## src/rtl/move_sequencer_pkg.sv

```systemverilog
// Shared state encoding and helpers for the move-instruction sequencer.
package move_sequencer_pkg;

  typedef enum logic [2:0] {
    MS_IDLE = 3'd0,
    MS_F_SD = 3'd1,
    MS_F_SA = 3'd2,
    MS_F_TD = 3'd3,
    MS_F_TA = 3'd4,
    MS_RD   = 3'd5,
    MS_WR   = 3'd6
  } ms_state_e;

  function automatic logic is_fetch_state(input ms_state_e s);
    return (s == MS_F_SD) || (s == MS_F_SA) || (s == MS_F_TD) || (s == MS_F_TA);
  endfunction

  function automatic logic is_dev_state(input ms_state_e s);
    return (s == MS_RD) || (s == MS_WR);
  endfunction

endpackage

```

## src/rtl/move_sequencer_ack_timer.sv

```systemverilog
// Wait-cycle counter for a pending request; expires on the TIMEOUT-th unacknowledged cycle.
module ack_timer #(
  parameter int TW_WIDTH = 8,
  parameter int TIMEOUT  = 255
) (
  input  logic clk,
  input  logic rst_n,
  input  logic clear_i,
  input  logic enable_i,
  output logic expire_o
);

  logic [TW_WIDTH-1:0] count_q;

  always_ff @(posedge clk or negedge rst_n) begin
    if (!rst_n) begin
      count_q <= '0;
    end else if (clear_i) begin
      count_q <= '0;
    end else if (enable_i) begin
      count_q <= count_q + TW_WIDTH'(1);
    end
  end

  // Combinational so the FSM leaves on the same edge that would complete the last waiting cycle.
  assign expire_o = enable_i && (count_q == TW_WIDTH'(TIMEOUT - 1));

endmodule

```

## src/rtl/move_sequencer.sv

```systemverilog
// Move-instruction sequencer: fetches four words, then performs a device read followed by a device write.
module move_sequencer
  import move_sequencer_pkg::*;
#(
  parameter int                    DATA_WIDTH = 16,
  parameter int                    ADDR_WIDTH = 12,
  parameter int                    TIMEOUT    = 255,
  parameter int                    TW_WIDTH   = 8,
  parameter logic [DATA_WIDTH-1:0] HALT_ID    = {DATA_WIDTH{1'b1}}
) (
  input  logic                  clk,
  input  logic                  rst_n,
  input  logic                  i_start,
  input  logic [ADDR_WIDTH-1:0] i_pc_init,
  output logic                  o_busy,
  output logic                  o_ir_req,
  output logic [ADDR_WIDTH-1:0] o_ir_addr,
  input  logic                  i_ir_ack,
  input  logic [DATA_WIDTH-1:0] i_ir,
  output logic                  o_dev_req,
  output logic                  o_dev_we,
  output logic [DATA_WIDTH-1:0] o_dev_id,
  output logic [DATA_WIDTH-1:0] o_dev_addr,
  output logic [DATA_WIDTH-1:0] o_dev_wdata,
  input  logic                  i_dev_ack,
  input  logic [DATA_WIDTH-1:0] i_dev_rdata,
  output logic                  o_done,
  output logic                  o_err
);

  ms_state_e             state_q, state_d;
  logic [ADDR_WIDTH-1:0] pc_q, pc_d;
  logic [DATA_WIDTH-1:0] sd_q, sd_d, sa_q, sa_d, td_q, td_d, ta_q, ta_d, data_q, data_d;
  logic                  done_q, done_d, err_q, err_d;
  logic                  advance, expire;

  ack_timer #(
    .TW_WIDTH(TW_WIDTH),
    .TIMEOUT (TIMEOUT)
  ) u_ack_timer (
    .clk     (clk),
    .rst_n   (rst_n),
    .clear_i (state_q == MS_IDLE || advance),
    .enable_i(state_q != MS_IDLE && !advance),
    .expire_o(expire)
  );

  always_comb begin
    state_d = state_q;
    pc_d    = pc_q;
    sd_d    = sd_q;
    sa_d    = sa_q;
    td_d    = td_q;
    ta_d    = ta_q;
    data_d  = data_q;
    done_d  = 1'b0;
    err_d   = err_q;
    advance = 1'b0;
    if (is_fetch_state(state_q) && i_ir_ack) begin
      advance = 1'b1;
      pc_d    = pc_q + ADDR_WIDTH'(1);
    end else if (is_dev_state(state_q) && i_dev_ack) begin
      advance = 1'b1;
    end
    unique case (state_q)
      MS_IDLE: begin
        if (i_start) begin
          state_d = MS_F_SD;
          pc_d    = i_pc_init;
          err_d   = 1'b0;
        end
      end
      MS_F_SD: begin
        if (i_ir_ack) begin
          sd_d = i_ir;
          if (i_ir == HALT_ID) begin
            state_d = MS_IDLE;
            done_d  = 1'b1;
          end else begin
            state_d = MS_F_SA;
          end
        end
      end
      MS_F_SA: if (i_ir_ack) begin sa_d = i_ir; state_d = MS_F_TD; end
      MS_F_TD: if (i_ir_ack) begin td_d = i_ir; state_d = MS_F_TA; end
      MS_F_TA: if (i_ir_ack) begin ta_d = i_ir; state_d = MS_RD; end
      MS_RD:   if (i_dev_ack) begin data_d = i_dev_rdata; state_d = MS_WR; end
      MS_WR:   if (i_dev_ack) state_d = MS_F_SD;
      default: state_d = MS_IDLE;
    endcase
    // Expiry only fires on a cycle without the matching ack, so it never competes with a capture.
    if (expire) begin
      state_d = MS_IDLE;
      err_d   = 1'b1;
    end
  end

  always_ff @(posedge clk or negedge rst_n) begin
    if (!rst_n) begin
      state_q <= MS_IDLE;
      pc_q    <= '0;
      sd_q    <= '0;
      sa_q    <= '0;
      td_q    <= '0;
      ta_q    <= '0;
      data_q  <= '0;
      done_q  <= 1'b0;
      err_q   <= 1'b0;
    end else begin
      state_q <= state_d;
      pc_q    <= pc_d;
      sd_q    <= sd_d;
      sa_q    <= sa_d;
      td_q    <= td_d;
      ta_q    <= ta_d;
      data_q  <= data_d;
      done_q  <= done_d;
      err_q   <= err_d;
    end
  end

  // Requests decode from state alone so they fall together with the asynchronous reset.
  always_comb begin
    o_busy      = (state_q != MS_IDLE);
    o_ir_req    = is_fetch_state(state_q);
    o_ir_addr   = pc_q;
    o_dev_req   = is_dev_state(state_q);
    o_dev_we    = (state_q == MS_WR);
    o_dev_id    = '0;
    o_dev_addr  = '0;
    o_dev_wdata = '0;
    if (state_q == MS_RD) begin
      o_dev_id   = sd_q;
      o_dev_addr = sa_q;
    end else if (state_q == MS_WR) begin
      o_dev_id    = td_q;
      o_dev_addr  = ta_q;
      o_dev_wdata = data_q;
    end
    o_done = done_q;
    o_err  = err_q;
  end

endmodule
```

## config.mk

```make
export PLATFORM = sky130hd
export DESIGN_NAME = move_sequencer
export DESIGN_NICKNAME = d
export VERILOG_FILES = /design/src/rtl/move_sequencer_pkg.sv /design/src/rtl/move_sequencer_ack_timer.sv /design/src/rtl/move_sequencer.sv
export SDC_FILE = /design/constraint.sdc
export NUM_CORES = 1
export LEC_CHECK = 0
export ABC_AREA = 1
export CAP_MARGIN = 40
export CORE_AREA = 5 5 118 120
export CTS_CLUSTER_SIZE = 40
export DETAILED_ROUTE_END_ITERATION = 8
export DIE_AREA = 0 0 123 125
export HOLD_SLACK_MARGIN = 0.12
export PLACE_DENSITY = 0.67
export SLEW_MARGIN = 25
export SYNTH_ARGS = -nofsm -noshare
export SYNTH_HDL_FRONTEND = slang
export SYNTH_SLANG_ARGS = --single-unit
```

## constraint.sdc

```tcl
create_clock -name clk -period 4.7 [get_ports clk]
set_clock_uncertainty 0.1 [all_clocks]
set_input_delay 1.41 -clock clk [delete_from_list [all_inputs] [get_ports clk]]
set_output_delay 1.41 -clock clk [all_outputs]
set_load 0.005 [all_outputs]
```

==> impl_metrics.ini, run 1 <==
[outcome]
outcome = completed

[critical_path]
crit_fanout = 17
arrival_ps = 2420
setup.worst_path.class = flip-flop to output port
rr_worst_depth = 7
reg2reg_slack_ps = 2530
cp-end-kind = output port
cp-start-kind = flip-flop
reg2reg_to = data_q[7]$_DFFE_PN0P_
cp.required_ps = 3190
r2r_start = state_q[1]$_DFFE_PN0P_

[grt]
gr-total-overflow = 0
grt_start_max_net_pins = 69
grt_use_total_pct = 17.59
top_usage_layer = met2
grt_pass1_wl_um = 22100
grt_pass1_vias = 4399
met2_usage_pct = 27.34
antenna_found_initial = 0
met1_usage_pct = 25.18
use_met3_pct = 4.472

[clock_network]
clockBufferDepth = 2
root_buffer = clkbuf_16
cts_setup_buffers = 0
clk_pin_slew_ps = 80
cts_hold_buf = 0
cts_tree = done
htree_levels = 3
clock_latency_ps = 340
post_cts_resized = 0
clock-sinks = 105
numCtsBuffers = 9

[die]
pin_count = 115
die_h_um = 125
dieArea_mm2 = 0.01538
fp-row-count = 42
initial_core_util_pct = 38.68
die_w_um = 123
core_mm2 = 0.01287

[sta]
slew_headroom_pct = 54.80
final.min_clock_period_ps = 3926
setup_viol = 0
rsz0062_at_grt = false
tns_ps = 0
hold_viol_final = 0
worst_pin_slew_ps = 676.4
slew_violations = 0
fin_ws_ps = 774.3
whs_ps = 391.3
min_period_over_period_pct = 83.53
fmax_mhz = 254.7

[min_path]
hold_depth = 1
min_from = u_ack_timer.count_q[0]$_DFF_PN0_
hold_path_class = flip-flop to flip-flop
min_to = u_ack_timer.count_q[0]$_DFF_PN0_

[place]
place_congestion = 0.8977
hpwl_um = 9417
dpl_worst_slack_ps = 1147
port-buffer-count = 114

[synthesis]
netlist_instances = 618
yosys.area_share.xor_xnor_pct = 1.055
synth_most_common_cell = nand2_1
synth_top_area_share_pct = 52.76
synth_edf_count = 0
synth_top_area_cell = dfrtp_1
syn_area_per_cell_um2 = 8.058
synth_area_leaders = dfrtp_1, nand2_1, inv_1
synthAdderAreaFrac_pct = 0.7538
ys_seq_elements = 105
ys.flop_type = dfrtp_1
synth_cell_types = 31
synth_commonest_cells = nand2_1, dfrtp_1, inv_1
synth_compound_area_share_pct = 14.45
muxShareOfSynthArea_pct = 0
ys_warn_count = 0
synth_area_mm2 = 0.004980
syn-num-nets = 670
yosysSeqAreaShare_pct = 52.76
async_flop_share_pct = 100.0
synth_top_family_by_area = simple AND/OR/NAND/NOR gates
synth_simple_gate_area_share_pct = 22.26

[routing]
via_count = 4394
drcViolationCount = 0
wl_um = 13080
viasPerCell = 4.845
postRouteAntennaNets = 0
drtIter0Drc = 465
route.detailed.wl_per_inst_um = 14.42
dr.pass1.iters = 5

[cells_and_area]
areaGrowthSynthToFinish_pct = 33.37
drive_gt1_share_pct = 6.019
fin_util_pct = 51.58
antenna_cells = 0
layout.nets = 778

[power]
irDropWorstVdd_mv = 0.2795
p_leak_nw = 3.160
powerDensity_mw_per_mm2 = 570.1
power_mw = 3.786

[job]
cap_violations = 0
stage by stage:
stage / instances / area [um^2]
3_3_place_gp: 889 / 6267
2_1_floorplan: 618 / 4980
3_5_place_dp: 890 / 6282
4_1_cts: 906 / 6621
5_1_grt: 907 / 6641
6_report: 907 / 6641
worst max-delay path: stages (launching register included):
cell and delay, ps:
dfrtp_1 470, inv_2 150, nand3_2 280, inv_2 400
a22o_1 210, clkdlybuf4s50_1 550
per-layer routing:
layer	vias up	part of all wire, %
met5	-	0
met4	0	1.1
met3	10	7.6
met2	134	46
met1	2074	46
li1	2176	-
cell type report:
cell class,instances,area [um^2]
Clock buffer,9,225.2
Timing Repair Buffer,123,1226
Clock inverter,7,113.9
Sequential cell,105,2628
Tap cell,176,220.2
Inverter,82,307.8
Multi-Input combinational cell,405,1921
Fill cell,1227,6233
flip-flops by register name, indices dropped and copies added, names as in the netlist:
signal and flops:
data_q 16, o_done 1, state_q 3, sa_q 16, ta_q 16, td_q 16
u_ack_timer.count_q 8, o_ir_addr 12, o_err 1, sd_q 16
cell usage in the layout (no fill, tap or decap), drive strengths merged:
master and instances:
buf 10, dfrtp 105, clkbuf 9, bufinv 2, a21oi 19, xor2 5, nand4 6, nor3 3
o21ai 91, nand3b 1, or2 6, nor3b 2, clkdlybuf4s50 113, nor2 63, a21boi 1, a31oi 1
inv 83, xnor2 1, o21bai 2, a22o 16, ha 3, nand2 163, clkinv 4, nand3 22
power breakdown:
| part | leakage (nW) | internal (mW) | total, mW | switching [mW] |
|---|---|---|---|---|
| logic | 1.71 | 0.620 | 1.38 | 0.756 |
| registers | 1.28 | 1.30 | 1.57 | 0.269 |
| clock network | 0.165 | 0.479 | 0.836 | 0.357 |
| total | 3.16 | 2.40 | 3.79 | 1.38 |
worst max-delay path by stage:
stage	from	to	slack [ps]	cells after the start
2_1_floorplan	state_q[0]$_DFFE_PN0P_	o_dev_id[10]	2070	5
3_3_place_gp	state_q[0]$_DFFE_PN0P_	o_dev_id[0]	1260	5
3_5_place_dp	state_q[0]$_DFFE_PN0P_	o_dev_id[0]	1150	5
4_1_cts	state_q[0]$_DFFE_PN0P_	o_dev_id[0]	760	5
5_1_grt	state_q[1]$_DFFE_PN0P_	o_dev_addr[0]	660	6
6_report	state_q[0]$_DFFE_PN0P_	o_dev_id[0]	770	5
kinds of logic (layout without fill, tap and decap cells):
family | Yosys count | after routing
flops | 105 | 105
fa+ha+maj | 3 | 3
simple gates | 266 | 266
xor+xnor | 6 | 6
buf+inv | 108 | 221
compound gates | 130 | 130
Note: power is estimated with default switching activity, not from simulation.
==> run 2: changes to the inputs <==
--- a/config.mk
+++ b/config.mk
@@ -12,7 +12,7 @@
 export DETAILED_ROUTE_END_ITERATION = 8
 export DIE_AREA = 0 0 123 125
 export HOLD_SLACK_MARGIN = 0.12
-export PLACE_DENSITY = 0.67
+export PLACE_DENSITY = 0.7
 export SLEW_MARGIN = 25
 export SYNTH_ARGS = -nofsm -noshare
 export SYNTH_HDL_FRONTEND = slang
==> constraint.sdc (replaced) <==
create_clock -name clk -period 3.3 [get_ports clk]
set_clock_uncertainty 0.1 [all_clocks]
set_input_delay 0.99 -clock clk [delete_from_list [all_inputs] [get_ports clk]]
set_output_delay 0.99 -clock clk [all_outputs]
set_load 0.005 [all_outputs]
==> impl_metrics.ini, run 2 (synthesis gave the netlist of run 1 again) <==
[critical_path]
critPathLaunch = state_q[0]$_DFFE_PN0P_
path_cells = inv_2 > nand3_4 > clkinv_2 > a22o_1 > clkdlybuf4s50_1
slowest_delay_ps = 490
crit_fanout = 17
cp_slowest_cell = clkdlybuf4s50_1
path_buf_inv = 3
cp-start-kind = flip-flop
path_delay_family = buffers and inverters
r2r_start = state_q[1]$_DFFE_PN0P_
setup.worst_path.class = flip-flop to output port
cp-end-kind = output port
arrival_ps = 2100
cp.required_ps = 2210

[sta]
worst_pin_slew_ps = 669.5
whs_ps = 396.3
tns_ps = 0
min_period_over_period_pct = 96.75
fmax_mhz = 313.2
rsz0062_at_grt = false
hold_viol_final = 0
setup_viol = 0
final.min_clock_period_ps = 3193
slew_headroom_pct = 55.37
fin_ws_ps = 107.1
slew_violations = 0

[grt]
grt_pass1_wl_um = 22200
antenna_found_initial = 0
grt_use_total_pct = 18.02
gr-total-overflow = 0
grt_pass1_vias = 4521
grt_start_max_net_pins = 52

[cells_and_area]
layout.nets = 783
nFillCells = 1186
drive_gt1_share_pct = 6.793
layout_common_cells = nand2_1, clkdlybuf4s50_1, dfrtp_1, inv_1, nor2_1
layout_commonest_cell = nand2_1
antenna_cells = 0
areaGrowthSynthToFinish_pct = 34.87

[clock_network]
cts_tree = done
root_buffer = clkbuf_16
clockBufferDepth = 2
clock-sinks = 105
cts_hold_buf = 0
htree_levels = 3
clock_latency_ps = 350
numCtsBuffers = 9
clk_pin_slew_ps = 70

[die]
core_mm2 = 0.01287
pin_count = 115
fp-row-count = 42
die_h_um = 125
dieArea_mm2 = 0.01538
initial_core_util_pct = 38.68
die_w_um = 123

[routing]
wl_um = 13570
dr.pass1.iters = 5
postRouteAntennaNets = 0
viasPerCell = 4.908
via_count = 4476
drcViolationCount = 0
drtIter0Drc = 265
route.detailed.wl_per_inst_um = 14.88

[power]
p_leak_nw = 3.187
powerDensity_mw_per_mm2 = 821.4
irDropWorstVdd_mv = 0.3588

[job]
cap_violations = 0

[place]
place_congestion = 0.9137
hpwl_um = 9811
port-buffer-count = 114
dpl_worst_slack_ps = 401.6

[min_path]
hold_path_class = flip-flop to flip-flop
min_from = sa_q[5]$_DFFE_PN0P_

[outcome]
outcome = completed
==> run 2: cell type report <==
class	instances	area (um^2)	share of cell area, %
Multi-Input combinational cell	405	1928	28.71
Tap cell	176	220.2	3.279
Timing Repair Buffer	128	1276	19.00
Clock inverter	7	123.9	1.844
Clock buffer	9	225.2	3.353
Sequential cell	105	2629	39.14
Inverter	82	314.1	4.676
==> run 2: metrics by stage <==
step | cell area [um^2] | instances | power [mW] | util, %
3_5_place_dp | 6330 | 894 | 4.258 | 49.16
3_3_place_gp | 6330 | 894 | 4.176 | 49.16
5_1_grt | 6716 | 912 | 5.944 | 52.17
2_1_floorplan | 4980 | 618 | 3.374 | -
6_report | 6716 | 912 | 5.517 | 52.17
4_1_cts | 6679 | 910 | 5.526 | 51.88
==> run 2: path summary, 6_finish.rpt <==
| check | endpoint | slack [ps] | cells after the start |
|---|---|---|---|
| worst min register to register | sa_q[5]$_DFFE_PN0P_ | 400 | 2 |
| max in group asynchronous | data_q[12]$_DFFE_PN0P_ | 1840 | 2 |
| worst max register to register | o_ir_addr[6]$_DFF_PN0_ | 1420 | 7 |
| worst min-delay path | sa_q[5]$_DFFE_PN0P_ | 400 | 2 |
| worst max-delay path | o_dev_id[0] | 110 | 5 |
| min in group asynchronous | o_ir_addr[2]$_DFF_PN0_ | 570 | 1 |
==> run 2: worst register-to-register path, stage by stage, from the launching register on <==
cell and delay, ps:
dfrtp_2 460, nor2_1 190, nand2_2 140, inv_2 70, nand2_1 290, or2_2 420
nand2_1 80, inv_1 40
==> run 2: timing repair <==
item | 4_1_cts | 5_1_grt
gates resized for setup | 0 | 8
buffers inserted | 0 | 2
endpoints found under the setup margin | 0 | 33
==> run 2: where the power goes <==
| group | switching, mW | leakage, nW | internal [mW] | total, mW |
|---|---|---|---|---|
| clock network | 0.493 | 0.167 | 0.750 | 1.24 |
| logic | 1.10 | 1.74 | 0.913 | 2.02 |
| registers | 0.397 | 1.28 | 1.86 | 2.26 |
| total | 1.99 | 3.19 | 3.52 | 5.52 |
==> run 2: layer usage <==
layer / global-route usage (%) / part of all wire (%) / up-vias
li1: - / - / 2179
met1: 25.09 / 46 / 2111
met2: 28.14 / 46 / 167
met3: 4.110 / 6.9 / 19
met4: 5.342 / 1.7 / 0
met5: 0 / 0 / -
==> run 3: changes to the inputs <==
--- a/config.mk
+++ b/config.mk
@@ -5,12 +5,12 @@
 export SDC_FILE = /design/constraint.sdc
 export NUM_CORES = 1
 export LEC_CHECK = 0
-export ABC_AREA = 1
 export CAP_MARGIN = 40
-export CORE_AREA = 5 5 118 120
+export CORE_AREA = 4 4 115 117
 export CTS_CLUSTER_SIZE = 40
 export DETAILED_ROUTE_END_ITERATION = 8
-export DIE_AREA = 0 0 123 125
+export DIE_AREA = 0 0 119 121
+export GPL_TIMING_DRIVEN = 0
 export HOLD_SLACK_MARGIN = 0.12
 export PLACE_DENSITY = 0.7
 export SLEW_MARGIN = 25
==> impl_metrics.ini, run 3 <==
[synthesis]
ys_warn_count = 0
synth_top_area_cell = dfrtp_1
synth_area_leaders = dfrtp_1, mux2_2, a22o_1
synth_most_common_cell = dfrtp_1
ys.flop_type = dfrtp_1
synth_commonest_cells = dfrtp_1, mux2_2, a22o_1
syn-num-nets = 434
netlist_instances = 382
synth_top_area_share_pct = 54.56
synth_cell_types = 40
ys_seq_elements = 105
async_flop_share_pct = 100.0
yosysSeqAreaShare_pct = 54.56
synth_area_mm2 = 0.004816
syn_area_per_cell_um2 = 12.61
synth_edf_count = 0

[die]
dieArea_mm2 = 0.01440
fp-row-count = 41
die_h_um = 121
pin_count = 115
core_mm2 = 0.01236
die_w_um = 119
initial_core_util_pct = 38.95

[outcome]
outcome = completed

[critical_path]
arrival_ps = 2110
path_cells = and3b_2 > clkbuf_2 > a22o_1 > clkdlybuf4s50_1
cp.required_ps = 2210
cp_slowest_cell = clkdlybuf4s50_1
reg2reg_slack_ps = 1090
slowest_delay_ps = 520
crit_fanout = 10
path_delay_family = buffers and inverters
cp-start-kind = flip-flop
path_buf_inv = 2
setup.worst_path.class = flip-flop to output port
cp-end-kind = output port

[clock_network]
htree_levels = 3
clock-sinks = 105
clockBufferDepth = 2
cts_tree = done
root_buffer = clkbuf_16
numCtsBuffers = 9
clk_pin_slew_ps = 70
cts_hold_buf = 0
clock_latency_ps = 350

[place]
port-buffer-count = 114
hpwl_um = 8154
place_congestion = 0.8269
placed_cell_area_mm2 = 0.006201

[cells_and_area]
layout_common_cells = clkdlybuf4s50_1, dfrtp_1, mux2_2, a22o_1, nor2_1
nFillCells = 1077
layout_commonest_cell = clkdlybuf4s50_1
antenna_cells = 0
layout.nets = 560
areaGrowthSynthToFinish_pct = 35.85
drive_gt1_share_pct = 23.98
final_cell_area_mm2 = 0.006543

[sta]
min_period_over_period_pct = 96.94
slew_headroom_pct = 54.63
rsz0062_at_grt = false
tns_ps = 0
fmax_mhz = 312.6
final.min_clock_period_ps = 3199
slew_violations = 0
worst_pin_slew_ps = 677.6
hold_viol_final = 0
setup_viol = 0

[grt]
grt_pass1_vias = 3663
grt_use_total_pct = 16.31
gr-total-overflow = 0
grt_pass1_wl_um = 18660
grt_start_max_net_pins = 63
antenna_found_initial = 0

[min_path]
hold_path_class = flip-flop to flip-flop

[routing]
postRouteAntennaNets = 0
via_count = 3454
wl_um = 11340
dr.pass1.iters = 4
route.detailed.wl_per_inst_um = 16.55
drcViolationCount = 0
drtIter0Drc = 172
viasPerCell = 5.042

[job]
cap_violations = 0

[power]
powerDensity_mw_per_mm2 = 795.9
p_leak_nw = 2.702
irDropWorstVdd_mv = 0.4227
-- run 3: cells by family (layout without fill, tap and decap cells) --
family / Yosys count / after routing / synth area share [%]
flops: 105 / 105 / 54.56
simple gates: 98 / 98 / 11.67
mux: 81 / 81 / 18.91
compound gates: 53 / 53 / 8.366
buf+inv: 24 / 155 / 2.442
xor+xnor: 18 / 18 / 3.274
fa+ha+maj: 3 / 3 / 0.7795
-- run 3: report_power, final --
group,total [mW],switching (mW),internal [mW],leakage [nW]
combinational,1.92,0.783,1.14,1.29
sequential,2.25,0.364,1.88,1.27
clock,1.03,0.493,0.541,0.140
-- run 3: worst paths after layout --
check / from / to / cells after the start
setup reg to reg: state_q[0]$_DFFE_PN0P_ / ta_q[13]$_DFFE_PN0P_ / 4
min in group asynchronous: rst_n / sd_q[4]$_DFFE_PN0P_ / 1
max in group asynchronous: rst_n / state_q[1]$_DFFE_PN0P_ / 2
setup / recovery: state_q[0]$_DFFE_PN0P_ / o_dev_addr[7] / 4
hold / removal: o_err$_DFFE_PN0P_ / o_err$_DFFE_PN0P_ / 1
hold reg to reg: o_err$_DFFE_PN0P_ / o_err$_DFFE_PN0P_ / 1
-- run 3: area by class of cell --
class | count | area, um^2 | area share [%]
flip-flops and latches | 105 | 2630 | 40.20
multi-input cells | 253 | 2072 | 31.67
repair buffers | 115 | 1170 | 17.88
clock buffers | 10 | 239.0 | 3.653
well taps | 172 | 215.2 | 3.289
plain buffers | 20 | 153.9 | 2.352
clock inverters | 6 | 47.55 | 0.7267
inverters | 4 | 15.01 | 0.2295
-- run 3: worst reg2reg max path, cell delays in order, from the launching register on --
cell and delay, ps:
dfrtp_1 420, nand2b_1 230, nor3b_2 560, buf_2 410
mux2_2 380
-- run 3: repair_timing --
action | in CTS | in global routing
hold endpoints to repair | 0 | 0
gates resized for setup | 15 | 13
setup buffers | 0 | 0
setup endpoints to repair | 39 | 30
-- run 3: per-stage QoR --
step	hold slack (ps)	cells	setup WS, ps	utilization (%)	total power, mW
after floorplan	354.6	382	814.9	-	3.380
after detailed placement	366.6	669	-248.3	50.16	4.187
after CTS	382.6	685	-37.43	52.73	5.251
after global placement	361.6	668	-2751	49.92	4.092
final	377.6	685	100.9	52.92	5.207
after global routing	397.1	685	3.684	52.92	5.559
-- run 3: routing by layer --
metal	share of wire [%]	GRT usage [%]
met4	2.0	6.589
met3	5.7	4.336
met2	48	26.21
met5	0	0
met1	45	21.00
